## config.mk

```make
export PLATFORM = sky130hd
export DESIGN_NAME = dmem_lsu
export DESIGN_NICKNAME = d
export VERILOG_FILES = /design/src/rtl/dmem_lsu.sv
export SDC_FILE = /design/constraint.sdc
export NUM_CORES = 1
export LEC_CHECK = 0
export ABC_AREA = 1
export ABC_CLOCK_PERIOD_IN_PS = 2850
export CAP_MARGIN = 0
export CORE_MARGIN = 2
export CORE_UTILIZATION = 45
export CTS_CLUSTER_SIZE = 10
export DETAILED_ROUTE_END_ITERATION = 12
export PLACE_DENSITY = 0.87
export SLEW_MARGIN = 20
export SYNTH_ARGS = -nofsm -noshare
export SYNTH_HDL_FRONTEND = slang
export SYNTH_SLANG_ARGS = --single-unit
```

## constraint.sdc

```tcl
create_clock -name clk -period 2.85 [get_ports clk]
set_input_delay 0.855 -clock clk [delete_from_list [all_inputs] [get_ports clk]]
set_output_delay 0.855 -clock clk [all_outputs]
set_load 0.05 [all_outputs]
```

## src/rtl/dmem_lsu.sv

```systemverilog
// Load/store unit: turns a single-cycle core memory request into a valid/ready
// bus transaction, stalls the core for its duration and returns extended load data.
module dmem_lsu #(
    parameter int unsigned TIMEOUT = 255
) (
    input  logic        clk,
    input  logic        rst,
    input  logic        req_val,
    input  logic        req_fcn,
    input  logic [2:0]  req_typ,
    input  logic [31:0] req_addr,
    input  logic [31:0] req_wdata,
    output logic        stall,
    output logic [31:0] rdata,
    output logic        exc_misaligned,
    output logic        exc_fault,
    output logic        mem_req_valid,
    input  logic        mem_req_ready,
    output logic        mem_req_we,
    output logic [31:0] mem_req_addr,
    output logic [31:0] mem_req_wdata,
    output logic [3:0]  mem_req_wstrb,
    input  logic        mem_resp_valid,
    input  logic [31:0] mem_resp_data
);
    localparam logic [2:0] MT_B  = 3'd1;
    localparam logic [2:0] MT_H  = 3'd2;
    localparam logic [2:0] MT_BU = 3'd5;
    localparam logic [2:0] MT_HU = 3'd6;
    localparam logic [7:0] TMO   = TIMEOUT[7:0];

    typedef enum logic [1:0] {
        S_IDLE = 2'd0,
        S_REQ  = 2'd1,
        S_WAIT = 2'd2,
        S_DONE = 2'd3
    } state_t;

    state_t      state_q, state_d;
    logic        valid_q, valid_d;
    logic        we_q, we_d;
    logic [31:0] addr_q, addr_d;
    logic [31:0] wdata_q, wdata_d;
    logic [3:0]  wstrb_q, wstrb_d;
    logic [31:0] rdata_q, rdata_d;
    logic        fault_q, fault_d;
    logic [7:0]  cnt_q, cnt_d;
    logic [2:0]  typ_q, typ_d;
    logic [1:0]  off_q, off_d;
    logic        mis_s;
    logic        start_s;
    logic [7:0]  cnt_inc_s;

    // Codes other than the byte/half variants behave as a full word.
    function automatic logic is_byte(input logic [2:0] typ);
        return (typ == MT_B) || (typ == MT_BU);
    endfunction

    function automatic logic is_half(input logic [2:0] typ);
        return (typ == MT_H) || (typ == MT_HU);
    endfunction

    function automatic logic [31:0] load_ext(input logic [31:0] data, input logic [2:0] typ,
                                             input logic [1:0] off);
        logic [31:0] sh;
        sh = data >> {off, 3'b000};
        case (typ)
            MT_B:    return {{24{sh[7]}}, sh[7:0]};
            MT_BU:   return {24'h000000, sh[7:0]};
            MT_H:    return {{16{sh[15]}}, sh[15:0]};
            MT_HU:   return {16'h0000, sh[15:0]};
            default: return sh;
        endcase
    endfunction

    // Misalignment check and the combinational handshake back to the core.
    always_comb begin
        if (is_byte(req_typ)) begin
            mis_s = 1'b0;
        end else if (is_half(req_typ)) begin
            mis_s = req_addr[0];
        end else begin
            mis_s = (req_addr[1:0] != 2'b00);
        end
        start_s        = (state_q == S_IDLE) && req_val && !mis_s;
        exc_misaligned = (state_q == S_IDLE) && req_val && mis_s;
        stall          = start_s || (state_q == S_REQ) || (state_q == S_WAIT);
        cnt_inc_s      = cnt_q + 8'd1;
    end

    // Next-state and next-output computation for the access sequencer.
    always_comb begin
        state_d = state_q;
        valid_d = valid_q;
        we_d    = we_q;
        addr_d  = addr_q;
        wdata_d = wdata_q;
        wstrb_d = wstrb_q;
        rdata_d = rdata_q;
        fault_d = fault_q;
        cnt_d   = cnt_q;
        typ_d   = typ_q;
        off_d   = off_q;
        case (state_q)
            S_IDLE: begin
                if (start_s) begin
                    state_d = S_REQ;
                    valid_d = 1'b1;
                    we_d    = req_fcn;
                    addr_d  = {req_addr[31:2], 2'b00};
                    typ_d   = req_typ;
                    off_d   = req_addr[1:0];
                    if (is_byte(req_typ)) begin
                        wdata_d = {4{req_wdata[7:0]}};
                        wstrb_d = req_fcn ? (4'b0001 << req_addr[1:0]) : 4'b0000;
                    end else if (is_half(req_typ)) begin
                        wdata_d = {2{req_wdata[15:0]}};
                        wstrb_d = req_fcn ? (4'b0011 << req_addr[1:0]) : 4'b0000;
                    end else begin
                        wdata_d = req_wdata;
                        wstrb_d = req_fcn ? 4'hF : 4'b0000;
                    end
                end else begin
                    state_d = S_IDLE;
                end
            end
            S_REQ: begin
                if (mem_req_ready) begin
                    state_d = S_WAIT;
                    valid_d = 1'b0;
                    cnt_d   = 8'd0;
                end else begin
                    state_d = S_REQ;
                end
            end
            S_WAIT: begin
                cnt_d = cnt_inc_s;
                // A response in the final timeout cycle still wins over the fault.
                if (mem_resp_valid) begin
                    state_d = S_DONE;
                    if (!we_q) begin
                        rdata_d = load_ext(mem_resp_data, typ_q, off_q);
                    end else begin
                        rdata_d = rdata_q;
                    end
                end else if (cnt_inc_s == TMO) begin
                    state_d = S_DONE;
                    fault_d = 1'b1;
                    rdata_d = 32'h0000_0000;
                end else begin
                    state_d = S_WAIT;
                end
            end
            S_DONE: begin
                state_d = S_IDLE;
                fault_d = 1'b0;
            end
            default: begin
                state_d = S_IDLE;
                valid_d = 1'b0;
                fault_d = 1'b0;
            end
        endcase
    end

    // State and output registers.
    always_ff @(posedge clk or negedge rst) begin
        if (!rst) begin
            state_q <= S_IDLE;
            valid_q <= 1'b0;
            we_q    <= 1'b0;
            addr_q  <= 32'h0000_0000;
            wdata_q <= 32'h0000_0000;
            wstrb_q <= 4'b0000;
            rdata_q <= 32'h0000_0000;
            fault_q <= 1'b0;
            cnt_q   <= 8'd0;
            typ_q   <= 3'd0;
            off_q   <= 2'd0;
        end else begin
            state_q <= state_d;
            valid_q <= valid_d;
            we_q    <= we_d;
            addr_q  <= addr_d;
            wdata_q <= wdata_d;
            wstrb_q <= wstrb_d;
            rdata_q <= rdata_d;
            fault_q <= fault_d;
            cnt_q   <= cnt_d;
            typ_q   <= typ_d;
            off_q   <= off_d;
        end
    end

    assign mem_req_valid = valid_q;
    assign mem_req_we    = we_q;
    assign mem_req_addr  = addr_q;
    assign mem_req_wdata = wdata_q;
    assign mem_req_wstrb = wstrb_q;
    assign rdata         = rdata_q;
    assign exc_fault     = fault_q;

endmodule

```

==> flow_summary.yaml <==
worst_setup_path:
  r2r_cells: 8
  crit_type: "input port to primary output"
  crit_fanout: 2
  worstSetupEndpointType: "primary output"
  required_ns: 2.00
  reg2reg_to: "rdata[11]$_DFFE_PN0P_"
  cp.arrival_ns: 1.95
  r2r_start: "cnt_q[1]$_DFFE_PN0P_"
  rrSetupSlack_ns: 0.71
  cp-start-kind: "input port"
die:
  fp-row-count: 41
  initial_core_util_pct: 46.4
  die_x_microns: 119
  coreArea_sq_um: 12700
  die_h_microns: 119
  dieArea_sq_um: 14100
  io_pins: 210
power_and_ir_drop:
  leakagePower_nw: 4.21
  power_frac_seq_pct: 25.7
  p_total_mw: 11.1
  switching_power_mw: 5.33
  ir_drop_uv: 807
  p_comb_share_pct: 54.5
  internal-power_mw: 5.81
  p_sw_share_pct: 47.9
  power_density_nw_per_um2: 1260
  pwr-share-clk_pct: 19.8
layout:
  fill_cells: 1001
  drive_gt1_share_pct: 9.21
  fin_nets: 1086
  antenna_cells: 0
  area_delta_synth_final_pct: 49.6
  seq_area_sq_um: 2900
  multi_input_area_sq_um: 2600
  fin_cells: 1160
synthesis:
  syn_area_per_cell_sq_um: 7.69
  ys_types: 31
  syn-instance-count: 768
  synth_edf_count: 0
  yosysWarnings: 0
  synth_top_area_cell: "dfrtp_1"
  netlist.area_leader.share_pct: 49.2
  ys_seq_area_share_pct: 49.2
  async_reset_ff_share_pct: 100
  netlist_area_sq_um: 5910
  yosys-top-cells-count: "nand2_1 (298), dfrtp_1 (116), nand3_1 (93)"
  ys.flop_type: "dfrtp_1"
  synth_area_leaders: "dfrtp_1 (49%), nand2_1 (19%), nand3_1 (7.9%)"
  synth.most_common_cell: "nand2_1"
  ys_seq_elements: 116
placed_design:
  post-dp-hpwl_microns: 13100
  io_buffer_count: 207
  place.gp.congestion: 0.914
  dp.cells: 1125
clock_tree:
  clkTransAtPathRegs_ns: 0.05
  cts_hold_buf: 0
  clk_latency_ns: 0.42
  cts_root_buf: "clkbuf_16"
  numCtsBuffers: 17
  h-tree-depth: 4
  cts.path.max_buffers: 2
  cts_tree: "done"
  clock_sinks: 116
timing:
  finalCriticalPeriod_ns: 2.80
  fin_tns_setup_ns: 0
  fmax_mhz: 357
  period_share_pct: 98.4
  worst_slew_margin_rel_pct: 61.8
  rsz0062_at_grt: "no"
  finalSetupViolCount: 0
  hold-worst-slack_ns: 0.414
  finalHoldViolCount: 0
  final_max_slew_viol_count: 0
  worst_pin_slew_ns: 0.572
  finClkSkew_ns: 0.0106
global_route:
  grt_pass1_wl_microns: 29700
  grt_pass1_vias: 5965
  grt.overflow.total: 0
  grtUsageTotal_pct: 26.8
  antenna_found_initial: 0
  grt_max_degree: 57
job:
  drv_cap: 0
drt:
  drt_wl_total_microns: 18300
  drt_iter0_drc: 534
  vias: 6078
  wire_per_inst_microns: 15.8
  viasPerCell: 5.24
  detail-route-antenna-nets: 0
  drc_errors: 0
  drtPass1Iterations: 5
hold_path:
  worst_hold_path_type: "input port to asynchronous set/reset pin"
run_status:
  status: "finished, final reports clean"
## flip-flops by register name, indices dropped and copies added, names as in the netlist, named ones only
signal,flops
cnt_q,8
exc_fault,1
mem_req_addr,30
mem_req_valid,1
mem_req_wdata,32
mem_req_we,1
mem_req_wstrb,4
off_q,2
rdata,32
state_q,1
typ_q,3
## timing repair
action | 4_1_cts | 5_1_grt
pin swaps | 3 | 0
gates resized for setup | 13 | 3
endpoints found under the hold margin | 0 | 0
setup buffers | 3 | 0
endpoints found under the setup margin | 2 | 1
## cells by family after synthesis
family	count (synthesis)	share of synthesized area, %
AO/OA/AOI/OAI	115	10.8
adder cells (fa/ha/maj)	6	1.27
buffers and inverters	92	7.46
flip-flops	116	49.2
other	1	0.0635
AND/OR/NAND/NOR	438	31.3
## per-layer routing
| layer | share of wire, % | track usage (%) |
|---|---|---|
| met5 | 0 | 0 |
| met4 | 3.1 | 12.4 |
| met3 | 10 | 9.60 |
| met2 | 46 | 42.5 |
| met1 | 40 | 32.5 |
## cells in the final DEF (no fill, tap or decap), types with 2 or more instances in the layout
cell,instances
clkbuf_8,4
clkbuf_1,2
nor2_2,4
o22ai_1,8
nand2_1,294
o21ai_0,59
o21a_1,6
clkbuf_16,17
a31oi_1,15
clkinv_1,2
bufinv_16,3
clkdlybuf4s50_1,200
clkinv_2,4
nor2_1,25
nand4_1,6
buf_4,27
nand2_4,2
clkinvlp_4,2
a21oi_1,21
buf_12,5
dfrtp_1,116
inv_1,37
o21ai_2,2
nand3_1,92
nand3_2,3
nor2_4,2
dlygate4sd2_1,3
nand2_2,8
conb_1,2
ha_1,5
inv_2,4
## power groups by stage
stage | Combinational [mW] | Clock (mW) | Sequential (mW)
floorplan | 1.86 | 0 | 5.02
global placement | 5.96 | 0 | 2.86
detailed placement | 6.06 | 0 | 2.86
CTS | 6.08 | 2.23 | 2.86
global route | 6.47 | 2.32 | 2.96
finish | 6.07 | 2.20 | 2.87
## worst max path at each step
stage          cells past startpoint              to  slack [ns]   startpoint
3_3_place_gp                       8           stall       -0.19  req_addr[0]
5_1_grt                            9           stall        0.02  req_addr[1]
2_1_floorplan                      8           stall        0.02  req_addr[0]
6_report                           9           stall        0.05  req_addr[1]
3_5_place_dp                       7  exc_misaligned       -0.27  req_addr[0]
4_1_cts                            9           stall        0.04  req_addr[1]
## final cells by class
cell class                 count  area share, %
timing repair buffer         236           26.4
clock buffer                  23           5.52
inverter                      43           1.83
multi-input combinational    561           29.5
clock inverter                 9           1.42
sequential                   116           32.9
tap                          172           2.44
## metrics by stage
step | util, % | cell area, sq um | setup WS (ns)
2_1_floorplan | - | 5910 | 0.0202
3_3_place_gp | 64.3 | 8180 | -0.188
3_5_place_dp | 64.3 | 8180 | -0.271
4_1_cts | 69.4 | 8830 | 0.0441
5_1_grt | 69.4 | 8830 | 0.0151
6_report | 69.4 | 8830 | 0.0451
## worst max-delay path: stages
cell and delay, ns:
dlygate4sd2_1 0.22, inv_2 0.06, ha_4 0.16, nand2_2 0.07, o211ai_1 0.08, buf_4 0.16, nand2_2 0.08, nand3_2 0.09
buf_12 0.17
Power figures use the tool's default switching activity.
